`src/rtl/fetch_pkg.sv`:
```
// Shared types and constants for the instruction-fetch stage.
package fetch_pkg;

  typedef enum logic [1:0] {
    S_IDLE = 2'd0,
    S_REQ  = 2'd1,
    S_WAIT = 2'd2
  } fetch_state_t;

  localparam logic [31:0] NOP_INSTR = 32'h0000_0013;
  localparam logic [31:0] PC_STEP   = 32'd4;

endpackage

```
`src/rtl/fetch_stage_if.sv`:
```
// Instruction-memory request/response channel: one request in flight at a time.
interface fetch_stage_if #(
  parameter int word_width = 32
);

  logic                  imem_req_valid;
  logic                  imem_req_ready;
  logic [word_width-1:0] imem_addr;
  logic                  imem_resp_valid;
  logic [word_width-1:0] imem_resp_data;

  modport master (
    output imem_req_valid,
    output imem_addr,
    input  imem_req_ready,
    input  imem_resp_valid,
    input  imem_resp_data
  );

  modport slave (
    input  imem_req_valid,
    input  imem_addr,
    output imem_req_ready,
    output imem_resp_valid,
    output imem_resp_data
  );

endinterface

```
`src/rtl/fetch_slot.sv`:
```
// One-entry holding register feeding the IF/ID register; flush beats load beats drain.
module fetch_slot
  import fetch_pkg::*;
#(
  parameter int                    word_width = 32,
  parameter logic [word_width-1:0] nop_instr  = word_width'(NOP_INSTR)
) (
  input  logic                  clk,
  input  logic                  reset,
  input  logic                  flush,
  input  logic                  load,
  input  logic                  drain,
  input  logic [word_width-1:0] load_instr,
  input  logic [word_width-1:0] load_pc,
  output logic [word_width-1:0] instr,
  output logic [word_width-1:0] pc,
  output logic [word_width-1:0] pc_plus4,
  output logic                  valid
);

  // A bubble only replaces the instruction; the stale PCs are harmless while invalid.
  always_ff @(posedge clk or negedge reset) begin
    if (!reset) begin
      instr    <= nop_instr;
      pc       <= '0;
      pc_plus4 <= '0;
      valid    <= 1'b0;
    end else if (flush) begin
      instr <= nop_instr;
      valid <= 1'b0;
    end else if (load) begin
      instr    <= load_instr;
      pc       <= load_pc;
      pc_plus4 <= load_pc + word_width'(PC_STEP);
      valid    <= 1'b1;
    end else if (drain) begin
      instr <= nop_instr;
      valid <= 1'b0;
    end
  end

endmodule

```
`src/rtl/fetch_stage.sv`:
```
// Instruction-fetch stage: owns the PC, issues single outstanding imem requests,
// and handles decode stalls and Execute redirects by discarding wrong-path data.
module fetch_stage
  import fetch_pkg::*;
#(
  parameter int                    word_width = 32,
  parameter logic [word_width-1:0] reset_pc   = '0,
  parameter logic [word_width-1:0] nop_instr  = word_width'(NOP_INSTR)
) (
  input  logic                  clk,
  input  logic                  reset,
  input  logic                  stallF,
  input  logic                  PCSrcE,
  input  logic [word_width-1:0] PCTargetE,
  fetch_stage_if.master         imem,
  output logic [word_width-1:0] instrF,
  output logic [word_width-1:0] PCF,
  output logic [word_width-1:0] PCPlus4F,
  output logic                  fetch_valid
);

  fetch_state_t          state, state_next;
  logic [word_width-1:0] pc, pc_next;
  logic                  discard, discard_next;
  logic [word_width-1:0] target;
  logic                  slot_free;
  logic                  drain;
  logic                  load;
  logic                  target_lsb_unused;

  assign target            = {PCTargetE[word_width-1:2], 2'b00};
  assign target_lsb_unused = ^PCTargetE[1:0];
  assign slot_free         = !fetch_valid || !stallF;
  assign drain             = fetch_valid && !stallF;
  assign imem.imem_addr    = pc;

  always_ff @(posedge clk or negedge reset) begin
    if (!reset) begin
      state   <= S_IDLE;
      pc      <= reset_pc;
      discard <= 1'b0;
    end else begin
      state   <= state_next;
      pc      <= pc_next;
      discard <= discard_next;
    end
  end

  // A redirect always wins the PC; an in-flight request it overtakes is marked for discard.
  always_comb begin
    state_next          = state;
    pc_next             = pc;
    discard_next        = discard;
    imem.imem_req_valid = 1'b0;
    load                = 1'b0;
    unique case (state)
      S_IDLE: state_next = S_REQ;
      S_REQ: begin
        imem.imem_req_valid = slot_free;
        if (slot_free && imem.imem_req_ready) begin
          pc_next    = pc + word_width'(PC_STEP);
          state_next = S_WAIT;
          if (PCSrcE) discard_next = 1'b1;
        end
      end
      S_WAIT: begin
        if (imem.imem_resp_valid) begin
          state_next   = S_REQ;
          discard_next = 1'b0;
          load         = !discard && !PCSrcE;
        end else if (PCSrcE) begin
          discard_next = 1'b1;
        end
      end
      default: state_next = S_IDLE;
    endcase
    if (PCSrcE) pc_next = target;
  end

  // While waiting, pc already points one word past the outstanding request.
  fetch_slot #(
    .word_width(word_width),
    .nop_instr (nop_instr)
  ) u_slot (
    .clk       (clk),
    .reset     (reset),
    .flush     (PCSrcE),
    .load      (load),
    .drain     (drain),
    .load_instr(imem.imem_resp_data),
    .load_pc   (pc - word_width'(PC_STEP)),
    .instr     (instrF),
    .pc        (PCF),
    .pc_plus4  (PCPlus4F),
    .valid     (fetch_valid)
  );

endmodule

```
`src/flat_wrapper.sv`:
```
// flat-port wrapper written by rule: the top's interface ports become plain ports
module fetch_stage_flat import fetch_pkg::*;
#(
  parameter int                    word_width = 32,
  parameter logic [word_width-1:0] reset_pc   = '0,
  parameter logic [word_width-1:0] nop_instr  = word_width'(NOP_INSTR)
)
  (clk, reset, stallF, PCSrcE, PCTargetE, instrF, PCF, PCPlus4F, fetch_valid, imem_imem_req_valid, imem_imem_addr, imem_imem_req_ready, imem_imem_resp_valid, imem_imem_resp_data);
  fetch_stage_if #(.word_width(word_width)) imem_i ();
  input  logic clk;
  input  logic reset;
  input  logic stallF;
  input  logic PCSrcE;
  input  logic [word_width-1:0] PCTargetE;
  output logic [word_width-1:0] instrF;
  output logic [word_width-1:0] PCF;
  output logic [word_width-1:0] PCPlus4F;
  output logic fetch_valid;
  output wire logic [$bits(imem_i.imem_req_valid)-1:0] imem_imem_req_valid;
  output wire logic [$bits(imem_i.imem_addr)-1:0] imem_imem_addr;
  input wire logic [$bits(imem_i.imem_req_ready)-1:0] imem_imem_req_ready;
  input wire logic [$bits(imem_i.imem_resp_valid)-1:0] imem_imem_resp_valid;
  input wire logic [$bits(imem_i.imem_resp_data)-1:0] imem_imem_resp_data;
  assign imem_imem_req_valid = imem_i.imem_req_valid;
  assign imem_imem_addr = imem_i.imem_addr;
  assign imem_i.imem_req_ready = imem_imem_req_ready;
  assign imem_i.imem_resp_valid = imem_imem_resp_valid;
  assign imem_i.imem_resp_data = imem_imem_resp_data;
  fetch_stage #(.word_width(word_width), .reset_pc(reset_pc), .nop_instr(nop_instr)) u_core (.clk(clk), .reset(reset), .stallF(stallF), .PCSrcE(PCSrcE), .PCTargetE(PCTargetE), .imem(imem_i), .instrF(instrF), .PCF(PCF), .PCPlus4F(PCPlus4F), .fetch_valid(fetch_valid));
endmodule
```
`config.mk`:
```
export PLATFORM = sky130hd
export DESIGN_NAME = fetch_stage_flat
export DESIGN_NICKNAME = d
export VERILOG_FILES = /design/src/rtl/fetch_pkg.sv /design/src/rtl/fetch_stage_if.sv /design/src/rtl/fetch_slot.sv /design/src/rtl/fetch_stage.sv /design/src/flat_wrapper.sv
export SDC_FILE = /design/constraint.sdc
export NUM_CORES = 1
export LEC_CHECK = 0
export CORE_UTILIZATION = 49
export CTS_BUF_LIST = sky130_fd_sc_hd__clkbuf_8
export DETAILED_ROUTE_END_ITERATION = 8
export GPL_TIMING_DRIVEN = 0
export PLACE_DENSITY_LB_ADDON = 0.3
export SYNTH_ARGS = -nofsm -noshare
export SYNTH_HDL_FRONTEND = slang
export SYNTH_SLANG_ARGS = --single-unit
```
`constraint.sdc`:
```
create_clock -name clk -period 3.8 [get_ports clk]
set_input_delay 0.76 -clock clk [delete_from_list [all_inputs] [get_ports clk]]
set_output_delay 0.76 -clock clk [all_outputs]
set_load 0.02 [all_outputs]
```
Word-level counts from Yosys, hierarchy flattened
Cells that the tools add are included.
{"block": "op_classes", "n_eq_ne": 4, "div": 0, "reduce_logical": 17, "n_shift": 0, "order_cmp": 0, "bitwise": 1, "muxes": 19, "mul": 0, "n_addsub": 3}
{"cell": "32-bit 2-to-1 mux", "count": 6}
{"cell": "32-bit by 3-bit adder with 32-bit output, second input constant", "count": 2}
{"cell": "32-bit by 3-bit subtractor with 32-bit output, second input constant", "count": 1}
{"cell": "1-bit 2-to-1 mux", "count": 9}
{"cell": "2-bit AND reduction", "count": 4}
{"cell": "2-bit one-hot mux with 3 select lines", "count": 1}
{"cell": "2-bit nonzero test", "count": 3}
{"cell": "1-bit zero test", "count": 4}
{"cell": "2-bit 2-to-1 mux", "count": 2}
{"cell": "1-bit logical AND", "count": 3}
{"cell": "3-bit nonzero test", "count": 1}
{"cell": "2-bit by 1-bit == test with 1-bit output, second input constant", "count": 1}
{"cell": "2-bit == test, second input constant", "count": 1}
{"cell": "2-bit zero test", "count": 1}
{"cell": "2-bit by 1-bit inequality test with 1-bit output, second input constant", "count": 1}
{"cell": "2-bit inequality test, second input constant", "count": 1}
{"cell": "1-bit one-hot mux with 2 select lines", "count": 1}
{"cell": "1-bit logical OR", "count": 1}
{"cell": "1-bit inverter", "count": 1}
{"block": "word_totals", "ff_bits": 132, "inputBits": 70, "out_inout_bits": 130, "latchBits": 0, "mem_bits_ro": 0, "n_memories": 0, "ram_bits": 0}

Logic depth before layout (Yosys ltp)
Gate-level depths: netlist of run 1.
{"block": "logic_depth", "word_depth": 6, "mapped_depth": 12}

By module
From an unflattened synthesis of run 1, not the netlist that was laid out.
{"block": "unflattened", "hier_cells": 713, "area_unflattened_um2": 6640.1}
{"mod": "fetch_slot", "cells_each": 405, "n_inst": 1, "area_per_inst_um2": 4093.9, "seq_area_each_um2": 2381.0}
{"mod": "fetch_stage", "cells_each": 308, "n_inst": 1, "area_per_inst_um2": 2546.2, "seq_area_each_um2": 825.8}

Worst setup path after synthesis of run 1
No wires, ideal clock.
{"block": "synth_timing", "path_type": "register to register", "startpoint": "reg u_core.pc[2] (netlist: u_core.imem.imem_addr[2])", "endpoint": "reg u_core.u_slot.pc_plus4[29]", "arrival_time_ps": 3277, "stages_incl_launch_ff": 13, "synth_period_minus_slack_ps": 3373, "setup_ps": 95, "setup_slack_ps": 427, "n_path_buf": 3, "path_cell_list": "dfrtp_1 clkbuf_1 inv_1 ha_1 nor4b_2 buf_2 nand4_1 mux2i_1 mux2_4 or4_4 buf_6 o31a_1 o31ai_1"}
{"block": "synth_via", "elab_chain_len": 2}
{"item": "from (decl)", "line_no": "fetch_stage.sv:23", "rtl": "logic [word_width-1:0] pc, pc_next;"}
{"item": "from (signal assigned)", "line_no": "fetch_stage.sv:40", "rtl": "pc <= reset_pc;"}
{"item": "from (signal assigned)", "line_no": "fetch_stage.sv:44", "rtl": "pc <= pc_next;"}
{"item": "32-bit by 3-bit subtractor with 32-bit output", "line_no": "fetch_stage.sv:91", "rtl": ".load_pc (pc - word_width'(PC_STEP)),"}
{"item": "via u_core.u_slot.load_pc[2]", "line_no": "fetch_slot.sv:14", "rtl": "input logic [word_width-1:0] load_pc,"}
{"item": "32-bit by 3-bit adder with 32-bit output", "line_no": "fetch_slot.sv:34", "rtl": "pc_plus4 <= load_pc + word_width'(PC_STEP);"}
{"item": "to (signal assigned)", "line_no": "fetch_slot.sv:34"}
{"item": "to (decl)", "line_no": "fetch_slot.sv:17", "rtl": "output logic [word_width-1:0] pc_plus4,"}
The timed path passes the listed nets, and every way through them passes these cells.
A chain may end at the register's enable or synchronous reset.

Worst setup path after layout of run 1
{"block": "layout_timing", "startpoint": "reg u_core.pc[2] (netlist: u_core.imem.imem_addr[2])", "endpoint": "reg u_core.u_slot.pc_plus4[28]"}
The elaborated chain is that of the path after synthesis.

==> metrics.csv, run 1 <==
stage,metric,value,unit
clocking,hold_buf cts,0,
yosys,Yosys top cell area share,0.455,
yosys,post-synthesis cell type count,62,
pwr,Combinational Power Share,0.400,
sta,setup TNS,0,ps
finish,# diodes,0,
pwr,Sw Pwr,1890,uW
global_route,GR Overflow Total,0,
clocking,Sinks on Clock Net,126,
critical_path,Critical Path Slowest Stage Cell,or4_1,
global_route,pin count of the biggest net entering global routing,65,
route,Avg WL per Cell,16.8,um
critical_path,Crit path arrival time,4010,ps
min_path,worst hold path class,input port to async pin,
status,outcome,completed,
sta,Worst Tran Pin Value,833,ps
critical_path,Startpoint Class,register,
flow_run,MaxCap Viol Count,0,
sta,crit share post-route,0.960,
route,routed wire length,19.1,mm
yosys,Yosys reg bits,126,
pwr,clock power share,0.224,
sta,Final Critical Period,3650,ps
sta,Max Slew Vio Count,0,
pwr,worst vdd ir,0.000260,V
floorplanning,Core ar.,13300,um^2
floorplanning,num rows,42,
global_route,vias in the first global route,6187,
finish,share of cells above drive strength 1,0.0756,
finish,Layout area overhead,38.9,%
critical_path,CP endpoint kind,register,
route,via count,6379,
pwr,total power,5180,uW
sta,final setup vio count,0,
global_route,first-pass GRT wire length,31.2,mm
yosys,Post-synth ARST share,1.00,
route,via/cell ratio,5.59,
route,DRC viols,0,
clocking,total CTS buffers,17,
placement,post-place setup slack,-76.0,ps
critical_path,critical path required time,4160,ps
sta,final worst slack,152,ps
floorplanning,Vert. Die Dim,119,um
sta,"Hold Violations, Final",0,
sta,clk_skew,11.8,ps
sta,Fmax,0.274,GHz
yosys,Mapped Cells,736,
yosys,YS warnings,0,
yosys,"top cells by area, synth","dfrtp_1, nand2_1, o21ai_0, xnor2_1, a22o_1",
pwr,switch share,0.366,
clocking,clk buf depth,2,
route,1st-pass router iterations,5,
floorplanning,I/O pin count,200,
yosys,cell accounting for the most synthesized area,dfrtp_1,
pwr,Static Leakage,0.00384,uW
yosys,Synth Flop Type,dfrtp_1,
critical_path,crit-path max cell delay,560,ps
route,DRT antenna net count,0,
placement,Port Buffer Count,191,
clocking,CTS clock-pin slew for the worst setup and hold paths,70,ps
yosys,Commonest cells post-synth,"nand2_1, dfrtp_1, o21ai_0",
critical_path,CP cell instances,clkbuf_2 > inv_1 > ha_2 > nor4b_4 > clkbuf_4 > nand4_1 > xnor2_2 > nand3_2 > or4_1 > clkbuf_1 > o31a_1 > o31ai_1,
yosys,most frequent cell after synthesis,nand2_1,
clocking,CTS tree,done,
clocking,worst-skew pair later-pin latency,460,ps
clocking,H-tree levels,4,
finish,fin nets,1025,
global_route,initial antenna violation count,0,
clocking,CTS Root Cell,clkbuf_8,
critical_path,Critical Path Fanout Max,10,
placement,DPL Wire Length,14.3,mm
floorplanning,Die ar.,14300,um^2
global_route,global-route usage over all layers,0.279,
floorplanning,Initial Util,0.506,
critical_path,"Worst Path Class, Setup",register to register,
yosys,mean area per synthesized cell,9.19,um^2
yosys,Synth Cell Area,6760,um^2
yosys,Post-synth EDFFs,0,
pwr,pwr dens,551,nW/um^2
pwr,Sequential Power Share,0.376,
sta,Worst slew margin,0.440,
route,drt first-iter violations,396,
yosys,register area share after synthesis,0.467,
placement,gpl congestion,0.886,
floorplanning,die width,119,um
pwr,Internal,3280,uW
-- repair_timing --
item                       in CTS  in global routing
pin swaps                       0                  1
gates cloned                    0                  0
setup endpoints to repair       6                 11
gates resized for setup         3                  8
buffers inserted                0                  1
-- registers in the layout, indices dropped and copies added, names as in the netlist --
name	flops
u_core.imem.imem_addr	30
u_core.u_slot.instr	32
u_core.discard	1
u_core.u_slot.pc	30
u_core.state	2
u_core.u_slot.valid	1
u_core.u_slot.pc_plus4	30
-- cells by family after synthesis --
kind of cell	count (synthesis)	synth area share
AOI/OAI and AO/OA	164	0.159
xor gates and xnor gates	71	0.0920
adders and majority gates	3	0.00555
buffers and inverters	77	0.0502
DFF	126	0.467
muxes	5	0.00833
other	1	0.000555
and+or+nand+nor	289	0.217
-- layout make-up --
type | instances | area [um^2]
Buffer | 62 | 287
Clock inverter | 12 | 119
Fill cell | 1065 | 3960
Inverter | 14 | 52.6
Multi-Input combinational cell | 538 | 3330
Clock buffer | 20 | 275
Timing Repair Buffer | 193 | 1950
Tap cell | 176 | 220
Sequential cell | 126 | 3160
-- worst max-delay path: cells and delay by family (launching register included) --
family	cells	cell delay, ps
AOI/OAI and AO/OA	2	510
and+or+nand+nor	4	1190
adders and majority gates	1	240
xor gates and xnor gates	1	320
DFF	1	430
buffers and inverters	4	860
-- routing by layer --
layer | vias up | GRT usage | part of all wire | wire length, um
li1 | 3013 | - | - | -
met4 | 0 | 0.113 | 0.025 | 486
met5 | - | 0 | 0 | 0
met2 | 282 | 0.427 | 0.46 | 8880
met1 | 3046 | 0.379 | 0.43 | 8300
met3 | 38 | 0.0670 | 0.077 | 1470
-- per-stage QoR --
step            util  std cells  hold WS [ps]  cell area [um^2]
2_1_floorplan      -        741           462              6780
3_3_place_gp   0.668       1108           445              8910
3_5_place_dp   0.670       1109           452              8940
4_1_cts        0.701       1141           287              9350
5_1_grt        0.703       1141           317              9390
6_report       0.703       1141           276              9390
-- power by group through the flow --
stage	combinational, uW	sequential [uW]	clock, uW
floorplan	653	2340	0
global placement	2010	1950	0
detailed placement	2060	1960	0
CTS	2070	1940	1170
global route	2220	1990	1230
finish	2070	1950	1160
-- worst paths after layout --
kind                                                 startpoint                                     end  slack [ps]  depth (start not counted)
max                        u_core.imem.imem_addr[2]$_DFFE_PN0P_  u_core.u_slot.pc_plus4[28]$_DFFE_PN0P_         150                         12
min reg2reg                  u_core.u_slot.instr[1]$_DFFE_PN1P_      u_core.u_slot.instr[1]$_DFFE_PN1P_         460                          2
min in group clk             u_core.u_slot.instr[1]$_DFFE_PN1P_      u_core.u_slot.instr[1]$_DFFE_PN1P_         460                          2
max reg2reg                u_core.imem.imem_addr[2]$_DFFE_PN0P_  u_core.u_slot.pc_plus4[28]$_DFFE_PN0P_         150                         12
max in group asynchronous                                 reset      u_core.u_slot.instr[0]$_DFFE_PN1P_        2770                          2
min                                                       reset    u_core.imem.imem_addr[9]$_DFFE_PN0P_         280                          1
-- cell usage in the layout (no fill, tap or decap), drive strengths merged, types with 4 or more instances in the layout --
cell type	synthesis	routed
xor2	30	30
nor4	22	22
dfrtp	123	123
inv	14	15
a21oi	10	10
o31a	8	8
nor2	41	41
clkdlybuf4s50	0	190
conb	1	6
and4	5	5
nand3	24	24
o21ai	76	76
o21a	4	4
o31ai	13	13
or4	8	8
nand2	124	124
nand4	15	15
clkbuf	50	70
and3	6	6
nand2b	7	7
a22o	30	30
and2	5	5
clkinv	0	8
buf	13	15
xnor2	41	41
nor3	14	14
or3	6	6
a31oi	6	6
Note: power is estimated with default switching activity, not from simulation.
==> run 2: changes to the inputs <==
- MAX_ROUTING_LAYER: unset -> met4
- SYNTH_HIERARCHICAL: unset -> 1
==> run 2 against run 1 <==
Synthesized area shrank 1.8%. Clock power grew 8%. Non-clock buffer count grew 5.
==> metrics.csv, run 2 <==
stage,metric,value,unit,change
status,outcome,completed,,
critical_path,CP endpoint kind,register,,
sta,Worst Tran Pin Value,921,ps,+88.4 ps
flow_run,MaxCap Viol Count,0,,unchanged
finish,most frequent cells in the layout,"clkdlybuf4s50_1, nand2_1, dfrtp_1, o21ai_0, xor2_1",,
route,drt first-iter violations,385,,-2.8%
floorplanning,Vert. Die Dim,118,um,-0.88%
sta,"Hold Violations, Final",0,,unchanged
route,1st-pass router iterations,5,,unchanged
clocking,CTS clock-pin slew for the worst setup and hold paths,70,ps,about the same
finish,multi-input logic area,3220,um^2,-3.2%
finish,Finished Cell Area,9440,um^2,+0.55%
finish,fin nets,1012,,-1.3%
critical_path,"Worst Path Class, Setup",register to register,,
yosys,Yosys top cell area share,0.471,,+0.0158
pwr,pwr dens,494,nW/um^2,-10%
floorplanning,Die ar.,14000,um^2,-1.8%
sta,Final Critical Period,3690,ps,+37.8 ps
sta,Max Slew Vio Count,0,,unchanged
clocking,Sinks on Clock Net,128,,+1.6%
yosys,"top cells by area, synth","dfrtp_1, nand2_1, xor2_1, a22o_1, o21ai_0",,
finish,share of cells above drive strength 1,0.106,,+0.0306
yosys,post-synthesis cell type count,59,,-4.8%
sta,clk_skew,8.84,ps,-2.93 ps
critical_path,Crit path arrival time,4000,ps,about the same
clocking,total CTS buffers,17,,unchanged
yosys,register area share after synthesis,0.483,,+0.0160
global_route,first-pass GRT wire length,29.7,mm,-4.5%
clocking,clk buf depth,2,,unchanged
placement,gpl congestion,0.871,,-1.6%
floorplanning,Initial Util,0.501,,-0.00505
global_route,GR Overflow Total,0,,unchanged
sta,final setup vio count,0,,unchanged
pwr,Static Leakage,0.00406,uW,+5.7%
route,routed wire length,18.3,mm,-4.4%
floorplanning,num rows,42,,unchanged
route,via/cell ratio,5.44,,-2.6%
yosys,Synth Cell Area,6640,um^2,-1.8%
sta,Worst slew margin,0.381,,-0.0585
route,DRT antenna net count,0,,unchanged
yosys,Post-synth EDFFs,0,,unchanged
yosys,mean area per synthesized cell,9.31,um^2,+1.4%
global_route,pin count of the biggest net entering global routing,100,,+54%
sta,Fmax,0.271,GHz,-1.0%
finish,FF/Latch Area,3210,um^2,+1.6%
floorplanning,die width,118,um,-0.88%
yosys,Yosys reg bits,128,,+1.6%
yosys,Commonest cells post-synth,"nand2_1, dfrtp_1, o21ai_0",,
finish,Layout area overhead,42.2,%,
sta,crit share post-route,0.970,,+0.00996
critical_path,critical path required time,4120,ps,-40 ps
route,DRC viols,0,,unchanged
yosys,most frequent cell after synthesis,nand2_1,,
yosys,Post-synth ARST share,1.00,,unchanged
critical_path,cell count of the worst reg-to-reg path,10,,-2
yosys,Synth Flop Type,dfrtp_1,,
route,via count,6135,,-3.8%
global_route,global-route usage over all layers,0.277,,-0.00152
finish,number of fillers in the final layout,1025,,-3.8%
clocking,CTS Root Cell,clkbuf_8,,
critical_path,Critical Path Fanout Max,8,,-2
finish,Top Registers,"u_core/u_slot/instr: 32 flops, u_core/u_slot/pc: 32 flops",,
global_route,initial antenna violation count,0,,unchanged
floorplanning,I/O pin count,200,,unchanged
route,Avg WL per Cell,16.2,um,-3.2%
finish,"most common cell after layout, fill and taps aside",clkdlybuf4s50_1,,
placement,DPL Wire Length,13.5,mm,-5.0%
placement,placed standard-cell area,8850,um^2,-0.98%
yosys,Mapped Cells,713,,-3.1%
global_route,vias in the first global route,6007,,-2.9%
clocking,worst-skew pair later-pin latency,440,ps,-20 ps
clocking,H-tree levels,4,,unchanged
finish,# diodes,0,,unchanged
placement,Port Buffer Count,195,,+2.1%
critical_path,Startpoint Class,register,,
min_path,worst hold path class,input port to async pin,,
floorplanning,Core ar.,13200,um^2,-0.79%
yosys,YS warnings,6,,+6
pwr,worst vdd ir,0.000268,V,+3.0%
clocking,CTS tree,done,,
yosys,cell accounting for the most synthesized area,dfrtp_1,,
placement,Placed Cells incl. Taps,1088,,-1.9%
finish,"non-filler cells, final",1127,,-1.2%
[run 2: cell count changes after synthesis, sizes merged, moves of 10 or more]
| cell | previous run | this run |
|---|---|---|
| xnor2 | 41 | 17 |
| nand4 | 15 | 25 |
| clkbuf | 50 | 37 |
| xor2 | 30 | 48 |
| nand2 | 124 | 155 |
| o21ai | 76 | 51 |
[run 2: worst paths after layout]
| check | from | endpoint | slack [ps] |
|---|---|---|---|
| max in group asynchronous | reset | u_core/imem.imem_addr[27]$_DFFE_PN0N_ | 2820 |
| worst min-delay path | reset | u_core/u_slot/instr[13]$_DFFE_PN0P_ | 190 |
| min in group clk | u_core/u_slot/pc_plus4[12]$_DFFE_PN0P_ | u_core/u_slot/pc_plus4[12]$_DFFE_PN0P_ | 480 |
| worst max-delay path | u_core/imem.imem_addr[15]$_DFFE_PN0N_ | u_core/u_slot/pc_plus4[31]$_DFFE_PN0P_ | 110 |
| worst max register to register | u_core/imem.imem_addr[15]$_DFFE_PN0N_ | u_core/u_slot/pc_plus4[31]$_DFFE_PN0P_ | 110 |
| worst min register to register | u_core/u_slot/pc_plus4[12]$_DFFE_PN0P_ | u_core/u_slot/pc_plus4[12]$_DFFE_PN0P_ | 480 |
[run 2: logic make-up (layout without fill, tap and decap cells)]
kind of cell,after synthesis,in the layout,share of synthesized area
compound gates,115,115,0.114
xor+xnor,65,65,0.0857
fa+ha+maj,3,3,0.00565
buf+inv,66,301,0.0465
flops,128,128,0.483
mux,5,5,0.00829
other cells,1,4,0.000565
simple gates,330,330,0.256
[run 2: worst max-delay path, cell delays in order, from the launching register on]
cell,delay (ps)
dfrtp_1,390
buf_2,190
or4_4,580
nor3_4,250
nand4_4,200
nor3b_2,320
xor2_2,290
nand4_1,230
or4_1,570
o31a_1,260
o31a_1,280
[run 2: timing repair]
item                       4_1_cts  5_1_grt
pin swaps                        0        3
resized for setup                6        9
buffers inserted                 2        8
setup endpoints to repair       38       10
hold buffers                     0        0
[run 2: through the flow]
step | setup WS, ps | total power, uW | TNS (ps) | utilization | hold WS, ps
floorplan | 115 | 2610 | 0 | - | 464
global placement | -3010 | 3370 | -414250 | 0.666 | 459
finish | 114 | 4660 | 0 | 0.713 | 188
detailed placement | -630 | 3400 | -35700 | 0.668 | 465
global route | -49.0 | 4900 | -72.3 | 0.713 | 177
CTS | 13.0 | 4680 | 0 | 0.705 | 167
[run 2: power by group]
| group | internal [uW] | switching, uW | total, uW |
|---|---|---|---|
| clock network | 733 | 521 | 1250 |
| logic | 742 | 861 | 1600 |
| registers | 1620 | 188 | 1810 |
| total | 3090 | 1570 | 4660 |
[run 2: layout make-up]
| class | count | area share |
|---|---|---|
| Clock buffer | 22 | 0.0321 |
| Tap cell | 176 | 0.0233 |
| Sequential cell | 128 | 0.340 |
| Inverter | 10 | 0.00398 |
| Clock inverter | 9 | 0.0135 |
| Buffer | 54 | 0.0281 |
| Timing Repair Buffer | 206 | 0.218 |
| Multi-Input combinational cell | 522 | 0.341 |
[run 2: per-layer routing]
layer	routed length [um]	up-vias	global-route usage
met4	480	0	0.116
li1	-	2930	-
met1	8140	2932	0.361
met3	1200	32	0.0516
met5	0	-	-
met2	8470	241	0.427
